===== config.mk =====
export PLATFORM = sky130hd
export DESIGN_NAME = pipeline_ex1
export DESIGN_NICKNAME = d
export VERILOG_FILES = /design/src/rtl/pipeline_ex1_pkg.sv /design/src/rtl/pipeline_ex1_pipe_reg.sv /design/src/rtl/pipeline_ex1.sv
export SDC_FILE = /design/constraint.sdc
export NUM_CORES = 1
export LEC_CHECK = 0
export ABC_AREA = 1
export BUFFER_PORTS_ARGS = -buffer_cell sky130_fd_sc_hd__buf_2
export CAP_MARGIN = 40
export CORE_MARGIN = 3
export CORE_UTILIZATION = 59
export CTS_CLUSTER_DIAMETER = 80
export DETAILED_ROUTE_END_ITERATION = 7
export GPL_TIMING_DRIVEN = 0
export MAX_ROUTING_LAYER = met4
export PLACE_DENSITY = 0.81
export RECOVER_POWER = 25
export SYNTH_ARGS = -nofsm -noshare
export SYNTH_HDL_FRONTEND = slang
export SYNTH_SLANG_ARGS = --single-unit

===== constraint.sdc =====
create_clock -name clk -period 5.2 [get_ports clk]
set_input_delay 0.52 -clock clk [delete_from_list [all_inputs] [get_ports clk]]
set_output_delay 0.52 -clock clk [all_outputs]
set_load 0.01 [all_outputs]

===== src/rtl/pipeline_ex1_pkg.sv =====
// Shared constants for the pipeline_ex1 datapath: default operand width and
// register-stage count (used to align latency when comparing results).
package pipeline_ex1_pkg;

  localparam int PIPE_W      = 10;
  localparam int PIPE_STAGES = 3;

endpackage


===== src/rtl/pipeline_ex1_pipe_reg.sv =====
// Parameterised-width stage register with synchronous active-high clear.
module pipe_reg #(
  parameter int W = 1
) (
  input  logic         clk,
  input  logic         rst,
  input  logic [W-1:0] d,
  output logic [W-1:0] q
);

  always_ff @(posedge clk) begin
    if (rst) q <= '0;
    else     q <= d;
  end

endmodule


===== src/rtl/pipeline_ex1.sv =====
// Three-stage datapath F = ((A + B) + (C - D)) * D, all arithmetic mod 2^N,
// one result per clock, no handshake; reset clears every stage.
module pipeline_ex1
  import pipeline_ex1_pkg::*;
#(
  parameter int N = PIPE_W
) (
  input  logic         clk,
  input  logic         rst,
  input  logic [N-1:0] A,
  input  logic [N-1:0] B,
  input  logic [N-1:0] C,
  input  logic [N-1:0] D,
  output logic [N-1:0] F
);

  logic [N-1:0] s1_x1_d, s1_x2_d;
  logic [N-1:0] s1_x1, s1_x2, s1_d;
  logic [N-1:0] s2_x3_d;
  logic [N-1:0] s2_x3, s2_d;
  logic [N-1:0] f_d;

  // N-bit targets keep only the low bits, giving the mod 2^N wrap for free.
  always_comb begin
    s1_x1_d = A + B;
    s1_x2_d = C - D;
    s2_x3_d = s1_x1 + s1_x2;
    f_d     = s2_x3 * s2_d;
  end

  pipe_reg #(.W(N)) u_s1_x1 (.clk(clk), .rst(rst), .d(s1_x1_d), .q(s1_x1));
  pipe_reg #(.W(N)) u_s1_x2 (.clk(clk), .rst(rst), .d(s1_x2_d), .q(s1_x2));
  pipe_reg #(.W(N)) u_s1_d  (.clk(clk), .rst(rst), .d(D),       .q(s1_d));

  pipe_reg #(.W(N)) u_s2_x3 (.clk(clk), .rst(rst), .d(s2_x3_d), .q(s2_x3));
  pipe_reg #(.W(N)) u_s2_d  (.clk(clk), .rst(rst), .d(s1_d),    .q(s2_d));

  pipe_reg #(.W(N)) u_s3_f  (.clk(clk), .rst(rst), .d(f_d),     .q(F));

endmodule


Yosys cells after proc, flatten, opt, wreduce, memory -nomap -nowiden --
Index checks and enable logic that the tools add are counted. Widths: inputs -> output; s select.
Cells by class: shift operators 0, $add $sub $neg 3, equal/unequal tests 0, div/mod/pow operators 0, bitwise gates (word level) 0, $lt $le $gt $ge 0, reductions and logical operators 0, multipliers 1, mux-type cells 0
Operator list (number):
- $add 10x10->10 | 2
- $mul 10x10->10 | 1
- $sub 10x10->10 | 1
Word-level totals: bits in read-only memories 0, register bits 60, input port bits 42, memories 0, latch bits 0, RAM bits 0

Depth between registers and ports, before layout --
Gate-level depths: netlist of the first run.
depth after elaboration 1, gate-level depth with buffers 24, mapped depth without buffers 23

Cells and area by module --
Synthesis of the first run repeated with hierarchy kept, for this count alone.
Second synthesis, totals: cells, all modules 611, area, all modules 4573.1 µm²
Modules (own cells, without submodules):
- pipeline_ex1 | area each 2854.0 µm², instances 1, cells each 425, seq. area each 0.0 µm²
- pipe_reg | area each 286.5 µm², instances 6, cells each 31, seq. area each 200.2 µm²

Worst setup path before layout of the first run --
No wires, ideal clock.
kind flip-flop to flip-flop, from reg u_s2_d.q[3], to reg u_s3_f.q[9], buffers on the path 0, library setup time 0.115 ns, arrival 4.076 ns, required time 5.085 ns, cell stages (with the launch flop) 19, period minus slack after synthesis 4.191 ns, path slack 1.009 ns, cells stage by stage dfxtp_1 -> nand2_1 -> fa_1 -> inv_1 -> fa_1 -> inv_1 -> fa_1 -> inv_1 -> fa_1 -> inv_1 -> fa_1 -> inv_1 -> ha_1 -> a21oi_1 -> o21ai_0 -> a21oi_1 -> nand3_1 -> nand2_1 -> nor2_1
Between the ends: cells in the longest elaborated chain, start to end 1
Ends and longest elaborated chain:
- from (decl) | line pipeline_ex1_pipe_reg.sv:8 | output logic [W-1:0] q
- from (signal assigned) | line pipeline_ex1_pipe_reg.sv:12 | if (rst) q <= '0;
- from (signal assigned) | line pipeline_ex1_pipe_reg.sv:13 | else q <= d;
- $mul 10x10->10 | line pipeline_ex1.sv:28 | f_d = s2_x3 * s2_d;
- to (signal assigned) | line pipeline_ex1_pipe_reg.sv:12
- to (signal assigned) | line pipeline_ex1_pipe_reg.sv:13
- to (decl) | line pipeline_ex1_pipe_reg.sv:8
No other way between the ends. A chain may end at the register's enable or synchronous reset.

Final worst setup path of the first run --
from reg u_s2_x3.q[5], to reg u_s3_f.q[9]
Between the ends: cells in the longest elaborated chain, start to end 1
Ends and longest elaborated chain (line):
- from (decl) | pipeline_ex1_pipe_reg.sv:8
- from (signal assigned) | pipeline_ex1_pipe_reg.sv:12
- from (signal assigned) | pipeline_ex1_pipe_reg.sv:13
- $mul 10x10->10 | pipeline_ex1.sv:28
No other way between the ends.

==> impl_metrics.ini, run 1 <==
[timing]
holdWs_ps = 402.4
finalHoldViolations = 0
maxSlewViolCount = 0
fmax_mhz = 219.8
final-setup-viol-count = 0
fin_crit_sh_pct = 87.50
tns_ps = 0
clock_skew_ps = 8.650
worstMarginPinSlew_ps = 536.4
rsz0062_at_grt = no
max_slew_margin_pct = 64.24
fin_crit_ps = 4550

[routing]
first_pass_iters = 5
drc = 0
ant_nets = 0
routedWlPerCell_um = 12.14
viasPerCell = 5.128
vias = 3938
drtIter0Drc = 156
routed_wl_um = 9322

[pwr]
power.share.clock_pct = 33.3
powerDensity_mw_per_mm2 = 254.8
p_switching_uw = 411.3
leakagePower_nw = 2.814
comb_power_share_pct = 24.6
internal_power_uw = 855.4
pwr-share-seq_pct = 42.1
finalPower_mw = 1.267
vdd_drop_max_uv = 228.4
switching_share_pct = 32.47

[setup_path]
crit_fanout = 7
crit_path_end_kind = flip-flop
path_class = flip-flop to flip-flop
arrival_ps = 4780
crit_required_ps = 5430
crit_path_start_kind = flip-flop
r2r_slack_ps = 650

[placement]
placed_cells = 752
gp_congestion = 0.9211
dp_hpwl_um = 7483
io_buffers = 50

[logic_synthesis]
synth_area_leaders = dfxtp_1, ha_1, fa_1, inv_1, nand2_1
ys_ff_latch = 60
yosys.cell_types.count = 29
syn_area_sq_mm = 0.004400
synth.avg_cell_area_sq_um = 7.262
synth_cells = 606
synth_top_area_share_pct = 27.30
ys_seq_area_share_pct = 27.30
yosysWarnings = 0
synth.largest_area_cell = dfxtp_1
syn-num-nets = 724

[clock_network]
tritoncts = yes
postCtsHoldBufs = 0
post_cts_resized = 0
clock_tree.root_cell = clkbuf_8
cts_inserted_buffers = 9
htree_num_levels = 3
clkLatencyLatePin_ps = 330
post_cts.repair.setup_buffers = 0
path_clk_slew_ps = 70
clock_path_buffers = 2
cts.sinks = 60

[floorplanning]
initial_core_util_pct = 62.69
num_rows = 30
pin_count = 52
core_area_sq_mm = 0.007019
die_w_um = 92.36
die_area_sq_mm = 0.008530
dieHeight_um = 92.36

[final_layout]
layout_commonest_cell = inv_1
nets = 785
filler_cell_count = 569
synthToLayoutAreaGrowth_pct = 12.99
final_cell_mix = inv_1, nand2_1, dfxtp_1
num_antenna_cells = 0
instances_no_fill = 768
drive_gt1_share_pct = 12.80

[status]
outcome = finished, final reports clean

[job]
cap_violations = 0

[grt]
antenna_found_initial = 0
grt_pass1_wl_um = 15900
grt_util_all_layers_pct = 23.87
grt_max_degree = 12
overflow = 0
first_global_vias = 3900

[min_path]
hold_class = flip-flop to flip-flop
path summary, 6_finish.rpt:
| kind | start | to | cells past startpoint |
|---|---|---|---|
| setup / recovery | u_s2_x3.q[5]$_SDFF_PP0_ | u_s3_f.q[9]$_SDFF_PP0_ | 18 |
| hold reg to reg | u_s1_d.q[9]$_SDFF_PP0_ | u_s2_d.q[9]$_SDFF_PP0_ | 2 |
| setup reg to reg | u_s2_x3.q[5]$_SDFF_PP0_ | u_s3_f.q[9]$_SDFF_PP0_ | 18 |
| hold / removal | u_s1_d.q[9]$_SDFF_PP0_ | u_s2_d.q[9]$_SDFF_PP0_ | 2 |
layer usage:
layer  share of wire [%]  track usage (%)
met5                   0                -
met4                 3.5            11.63
met3                 5.4            4.387
met2                  50            42.11
met1                  41            25.78
area by class of cell:
type	count	area (sq um)	area share (%)
clock inverter	6	63.81	1.283
timing repair buffer	50	250.2	5.033
inverter	134	503.0	10.12
clock buffer	10	137.6	2.768
multi-input combinational	399	2621	52.72
tap	96	120.1	2.416
buffer	13	75.07	1.510
sequential	60	1201	24.16
per-stage QoR:
step | setup slack (ps) | cell area [sq um] | utilization (%)
2_1_floorplan | 1009 | 4400 | -
3_3_place_gp | 759.1 | 4771 | 67.97
3_5_place_dp | 719.0 | 4771 | 67.97
4_1_cts | 681.3 | 4972 | 70.84
5_1_grt | 421.0 | 4972 | 70.84
6_report | 649.8 | 4972 | 70.84
logic make-up after synthesis:
| kind of cell | share of synthesized area, % |
|---|---|
| simple gates | 20.59 |
| buf+inv | 13.14 |
| compound gates | 12.31 |
| fa+ha+maj | 25.87 |
| flops | 27.30 |
| xor+xnor | 0.7963 |
registers in the layout (all words and copies together) (netlist names):
signal	count
u_s1_x2.q	10
u_s2_d.q	10
u_s3_f.q	10
u_s1_d.q	10
u_s1_x1.q	10
u_s2_x3.q	10
cells in the mapped netlist:
master and number:
nand2_4 1, buf_4 4, buf_6 1, inv_1 131, nand2_2 6, nor2_1 49
o21bai_1 3, inv_2 1, nand3_2 2, nor3_1 7, o21ai_0 35, fa_1 25
a31oi_1 2, o21ai_1 2, a21oi_1 54, nand3_1 23, nand2_1 124, xnor2_1 1
clkinv_1 2, o31a_1 3, nand4_1 3, dfxtp_1 60, ha_1 51, xor2_1 3
or3_1 1, o31ai_2 2, nor4_1 2, buf_2 3, clkbuf_1 5
power by group through the flow:
| stage | Clock [mW] | Combinational [mW] | Sequential, mW |
|---|---|---|---|
| finish | 0.422 | 0.311 | 0.533 |
| global route | 0.449 | 0.358 | 0.537 |
| CTS | 0.427 | 0.310 | 0.533 |
| detailed placement | 0 | 0.306 | 0.543 |
| global placement | 0 | 0.295 | 0.542 |
| floorplan | 0 | 0.222 | 0.536 |
critical path, cell delays in order (launching register included):
cell	delay [ps]
dfxtp_1	490
nand2_1	140
fa_1	560
inv_1	60
fa_1	500
inv_1	50
fa_1	480
inv_1	60
fa_1	530
inv_1	60
fa_1	540
inv_1	40
ha_1	330
a21oi_1	130
o21ai_0	100
a21oi_1	190
nand3_1	100
nand2_1	60
nor2_1	30
Power figures use the tool's default switching activity.
==> run 2: changes to the inputs <==
--- a/config.mk
+++ b/config.mk
@@ -6,7 +6,7 @@
 export NUM_CORES = 1
 export LEC_CHECK = 0
 export ABC_AREA = 1
-export BUFFER_PORTS_ARGS = -buffer_cell sky130_fd_sc_hd__buf_2
+export BUFFER_PORTS_ARGS = -buffer_cell sky130_fd_sc_hd__buf_4
 export CAP_MARGIN = 40
 export CORE_MARGIN = 3
 export CORE_UTILIZATION = 59
==> run 2 against run 1 <==
Against the previous run:
- fmax rose by 0.93%
- first-iteration DRC count increased by 33%
- register-to-register slack better by 40 ps
- worst setup slack better by 42 ps
- final area up 3.0%
- count of clock-buffer cells in the layout decreased by 1
- combinational power is 4% higher
- via count up 0.13%
- global-route usage grew 0.23 points
- die area is the same
- non-clock buffer count is the same
==> impl_metrics.ini, run 2 (synthesized netlist as in run 1, its figures left out) <==
[pwr]
leakagePower_nw = 2.865
vdd_drop_max_uv = 183.3
powerDensity_mw_per_mm2 = 258.6

[floorplanning]
pin_count = 52
num_rows = 30
initial_core_util_pct = 62.69
die_w_um = 92.36
die_area_sq_mm = 0.008530
dieHeight_um = 92.36
core_area_sq_mm = 0.007019

[placement]
post-place-ws_ps = 721.2
gp_congestion = 0.9195
dp_hpwl_um = 7615
io_buffers = 50

[final_layout]
synthToLayoutAreaGrowth_pct = 16.35
final_cell_mix = inv_1, nand2_1, dfxtp_1
nets = 785
num_antenna_cells = 0
fin_util_pct = 72.94
layout_commonest_cell = inv_1
drive_gt1_share_pct = 12.80

[routing]
viasPerCell = 5.134
routed_wl_um = 9510
ant_nets = 0
drtIter0Drc = 208
first_pass_iters = 5
vias = 3943
routedWlPerCell_um = 12.38
drc = 0

[clock_network]
path_clk_slew_ps = 80
cts_inserted_buffers = 9
clock_tree.root_cell = clkbuf_8
tritoncts = yes
postCtsHoldBufs = 0
clkLatencyLatePin_ps = 340
post_cts.repair.setup_buffers = 0
htree_num_levels = 3
cts.sinks = 60
clock_path_buffers = 2
post_cts_resized = 0

[setup_path]
crit_path_end_kind = flip-flop
crit_required_ps = 5430
critical_path.top_delay_family = adder cells
cp_cell_sequence = nand2_1 > fa_1 > inv_1 > fa_1 > inv_1 > fa_1 > inv_1 > fa_1 > inv_1 > fa_1 > inv_1 > ha_1 > a21oi_1 > o21ai_0 > a21oi_1 > nand3_1 > nand2_1 > nor2_1
crit_path_start_kind = flip-flop
slowest_stage = fa_1
crit_buf_inv = 5
path_class = flip-flop to flip-flop
arrival_ps = 4740
crit_fanout = 7
critPathMaxStageDelay_ps = 550

[timing]
worstMarginPinSlew_ps = 533.9
finalHoldViolations = 0
final-setup-viol-count = 0
rsz0062_at_grt = no
max_slew_margin_pct = 64.41
layout_setup_ws_ps = 691.7
fin_crit_sh_pct = 86.70
tns_ps = 0
maxSlewViolCount = 0
fmax_mhz = 221.8
fin_crit_ps = 4508
clock_skew_ps = 13.65

[status]
outcome = finished, final reports clean

[job]
cap_violations = 0

[grt]
antenna_found_initial = 0
grt_max_degree = 13
first_global_vias = 3768
grt_util_all_layers_pct = 24.10
grt_pass1_wl_um = 16060
overflow = 0

[min_path]
hold_class = flip-flop to flip-flop
==> run 2: final timing paths <==
| kind | slack, ps | end | depth (start not counted) | start |
|---|---|---|---|---|
| setup / recovery | 690 | u_s3_f.q[9]$_SDFF_PP0_ | 18 | u_s2_d.q[3]$_SDFF_PP0_ |
| hold / removal | 390 | u_s2_d.q[0]$_SDFF_PP0_ | 2 | u_s1_d.q[0]$_SDFF_PP0_ |
| setup reg to reg | 690 | u_s3_f.q[9]$_SDFF_PP0_ | 18 | u_s2_d.q[3]$_SDFF_PP0_ |
| hold reg to reg | 390 | u_s2_d.q[0]$_SDFF_PP0_ | 2 | u_s1_d.q[0]$_SDFF_PP0_ |
==> run 2: tightest hold or removal path: cells and delay by family, from the launching register on <==
kind	cells	cell delay, ps
buffers and inverters	1	40
flip-flops	1	300
AND/OR/NAND/NOR	1	30
==> run 2: through the flow <==
step	cell area (sq um)	std cells	hold slack, ps	power [mW]
after floorplan	4400	606	388.3	0.7581
after global placement	4896	752	392.3	0.8519
after detailed placement	4896	752	394.2	0.8631
after CTS	5120	768	387.3	1.330
after global routing	5120	768	404.2	1.406
final	5120	768	391.0	1.324
==> run 2: final cells by class <==
cell class | count | area [sq um]
Buffer | 13 | 75.07
Sequential cell | 60 | 1201
Clock inverter | 7 | 100.1
Timing Repair Buffer | 50 | 375.4
Fill cell | 553 | 1899
Tap cell | 96 | 120.1
Multi-Input combinational cell | 399 | 2621
Inverter | 134 | 503.0
Clock buffer | 9 | 123.9
==> run 2: power by group <==
group          leakage [nW]  internal (mW)  switching, mW
clock network         0.114          0.273          0.195
registers             0.497          0.504         0.0300
logic                  2.25          0.130          0.192
==> run 2: per-layer routing <==
layer	track usage (%)	wire [um]	part of all wire [%]	vias up
li1	-	-	-	2013
met1	27.27	3905	41	1778
met2	41.51	4807	51	124
met3	3.493	509	5.4	28
met4	12.25	288	3.0	0
met5	-	0	0	-
==> run 3: changes to the inputs <==
--- a/config.mk
+++ b/config.mk
@@ -5,7 +5,6 @@
 export SDC_FILE = /design/constraint.sdc
 export NUM_CORES = 1
 export LEC_CHECK = 0
-export ABC_AREA = 1
 export BUFFER_PORTS_ARGS = -buffer_cell sky130_fd_sc_hd__buf_4
 export CAP_MARGIN = 40
 export CORE_MARGIN = 3
==> run 3 against run 2 <==
Against the previous run:
- via count fell by 21%
- die area fell by 6.6%
- clock skew fell by 3.8 ps
- hold slack improved by 12 ps
- total power fell by 0.25%
- non-clock buffer count fell by 3
==> impl_metrics.ini, run 3 <==
[pwr]
pwr-share-seq_pct = 40.9
power.share.clock_pct = 35.4
internal_power_uw = 929.5
switching_share_pct = 29.63
powerDensity_mw_per_mm2 = 276.1
vdd_drop_max_uv = 167.0
p_switching_uw = 391.4
comb_power_share_pct = 23.7
leakagePower_nw = 2.341

[min_path]
hold_depth = 2
min_from = D[0]
holdPathEnd = u_s1_d.q[0]$_SDFF_PP0_
hold_class = primary input to flip-flop

[final_layout]
nets = 633
synthToLayoutAreaGrowth_pct = 16.91
layout_commonest_cell = dfxtp_1
final_cell_mix = dfxtp_1, inv_1, ha_1
drive_gt1_share_pct = 15.38
seqCellArea_sq_mm = 0.001201
instances_no_fill = 597
finalInstanceArea_sq_mm = 0.004783
multi_input_area_sq_mm = 0.002630
filler_cell_count = 519
num_antenna_cells = 0

[setup_path]
crit_required_ps = 5480
r2r-start = u_s2_x3.q[3]$_SDFF_PP0_
rr_endpoint = u_s3_f.q[9]$_SDFF_PP0_
crit_start = u_s2_x3.q[3]$_SDFF_PP0_
crit_buf_inv = 3
path_class = flip-flop to flip-flop
crit_path_end_kind = flip-flop
cpMostUsedCell = fa_1
crit_path_start_kind = flip-flop
crit_fanout = 7
critPathMaxStageDelay_ps = 560
critical_path.top_delay_family = adder cells
cp_cell_sequence = nand2_1 > fa_1 > inv_1 > fa_1 > ha_1 > fa_1 > inv_1 > fa_1 > inv_1 > ha_1 > or4_1 > a31oi_1 > xnor3_1 > nor2_1
rr_worst_depth = 14
slowest_stage = fa_1
arrival_ps = 4780
r2r_slack_ps = 700

[timing]
fin_crit_sh_pct = 86.51
fin_crit_ps = 4499
tns_ps = 0
final-setup-viol-count = 0
finalHoldViolations = 0
clock_skew_ps = 9.819
worstMarginPinSlew_ps = 725.4
max_slew_margin_pct = 51.64
fmax_mhz = 222.3
maxSlewViolCount = 0
rsz0062_at_grt = no

[logic_synthesis]
syn_area_sq_mm = 0.004091
synth_cells = 454
yosysWarnings = 0
yosys_most_used_dff = dfxtp_1
synth.avg_cell_area_sq_um = 9.012
synth_area_leaders = dfxtp_1, ha_1, fa_1, inv_1, xnor2_1
ys_ff_latch = 60
syn-num-nets = 572
synthTopCellsByCount = dfxtp_1, inv_1, ha_1
synth.largest_area_cell = dfxtp_1
synth_edf_count = 0
synth.most_common_cell = dfxtp_1
ys_seq_area_share_pct = 29.36
synth_top_area_share_pct = 29.36
synthArstFlopShare_pct = 0
yosys.cell_types.count = 41

[routing]
vias = 3118
drc = 0
drtIter0Drc = 132
viasPerCell = 5.223
routed_wl_um = 8112
first_pass_iters = 4
routedWlPerCell_um = 13.59
ant_nets = 0

[placement]
placed_cells = 581
dp_hpwl_um = 6516
gp_congestion = 0.9246
place_area_sq_mm = 0.004563
io_buffers = 50

[clock_network]
post_cts_resized = 0
tritoncts = yes
cts.sinks = 60
clkLatencyLatePin_ps = 340
cts_inserted_buffers = 9
post_cts.repair.setup_buffers = 0
path_clk_slew_ps = 80
htree_num_levels = 3
postCtsHoldBufs = 0
clock_tree.root_cell = clkbuf_8
clock_path_buffers = 2

[floorplanning]
die_w_um = 89.28
die_area_sq_mm = 0.007970
num_rows = 29
core_area_sq_mm = 0.006531
initial_core_util_pct = 62.64
dieHeight_um = 89.28
pin_count = 52

[grt]
antenna_found_initial = 0
first_global_vias = 3160
overflow = 0
grt_max_degree = 13
grt_pass1_wl_um = 13800
grt_util_all_layers_pct = 23.34

[status]
outcome = finished, final reports clean

[job]
cap_violations = 0
==> run 3: changes by cell type after synthesis, moves of 18 or more <==
cell     change
nor2b_1     +26
nand2_1     -81
xnor2_1     +18
nand3_1     -20
a21oi_1     -37
inv_1       -75
o21ai_0     -23
==> run 3: area by class of cell <==
cell class,instances,area share [%]
clock buffers,9,2.590
repair buffers,50,7.769
plain buffers,10,1.046
inverters,56,4.394
multi-input cells,328,54.98
well taps,77,2.014
clock inverters,7,2.093
flip-flops and latches,60,25.11
==> run 3: worst max-delay path by stage <==
stage,cells after the start,end,slack (ps)
2_1_floorplan,16,u_s3_f.q[9]$_SDFF_PP0_,980
3_3_place_gp,16,u_s3_f.q[9]$_SDFF_PP0_,710
3_5_place_dp,14,u_s3_f.q[9]$_SDFF_PP0_,670
4_1_cts,14,u_s3_f.q[9]$_SDFF_PP0_,680
5_1_grt,16,u_s3_f.q[9]$_SDFF_PP0_,460
6_report,14,u_s3_f.q[9]$_SDFF_PP0_,700
==> run 3: cell families (layout without fill, tap and decap cells) <==
kind of cell,after synthesis,count (layout),share of synthesized area (%)
buf+inv,66,132,6.361
fa+ha+maj,76,76,27.83
flops,60,60,29.36
xor+xnor,32,32,7.553
simple gates,156,156,18.84
compound gates,62,62,9.511
mux,2,2,0.5504
==> run 3: metrics by stage <==
step	setup slack [ps]	util (%)	power, mW	hold WS (ps)
6_report	701.2	73.24	1.321	402.8
5_1_grt	457.6	73.24	1.397	400.8
4_1_cts	676.8	73.30	1.330	401.3
3_5_place_dp	674.2	69.87	0.8644	426.0
3_3_place_gp	712.7	69.87	0.8527	427.1
2_1_floorplan	978.0	-	0.7625	413.8
==> run 3: power groups by stage <==
stage                     sequential [mW]  combinational (mW)  clock [mW]
after floorplan                     0.541               0.222           0
after global placement              0.550               0.303           0
after detailed placement            0.550               0.314           0
after CTS                           0.540               0.317       0.474
after global routing                0.546               0.357       0.494
final                               0.540               0.313       0.467
==> run 3: metal layers <==
layer | vias up | GRT usage (%) | share of wire (%) | wire [um]
met5 | - | - | 0 | 0
met4 | 0 | 11.23 | 4.0 | 324
met3 | 27 | 5.161 | 3.6 | 294
met2 | 77 | 38.58 | 49 | 4014
met1 | 1428 | 26.75 | 43 | 3479
li1 | 1586 | - | - | -
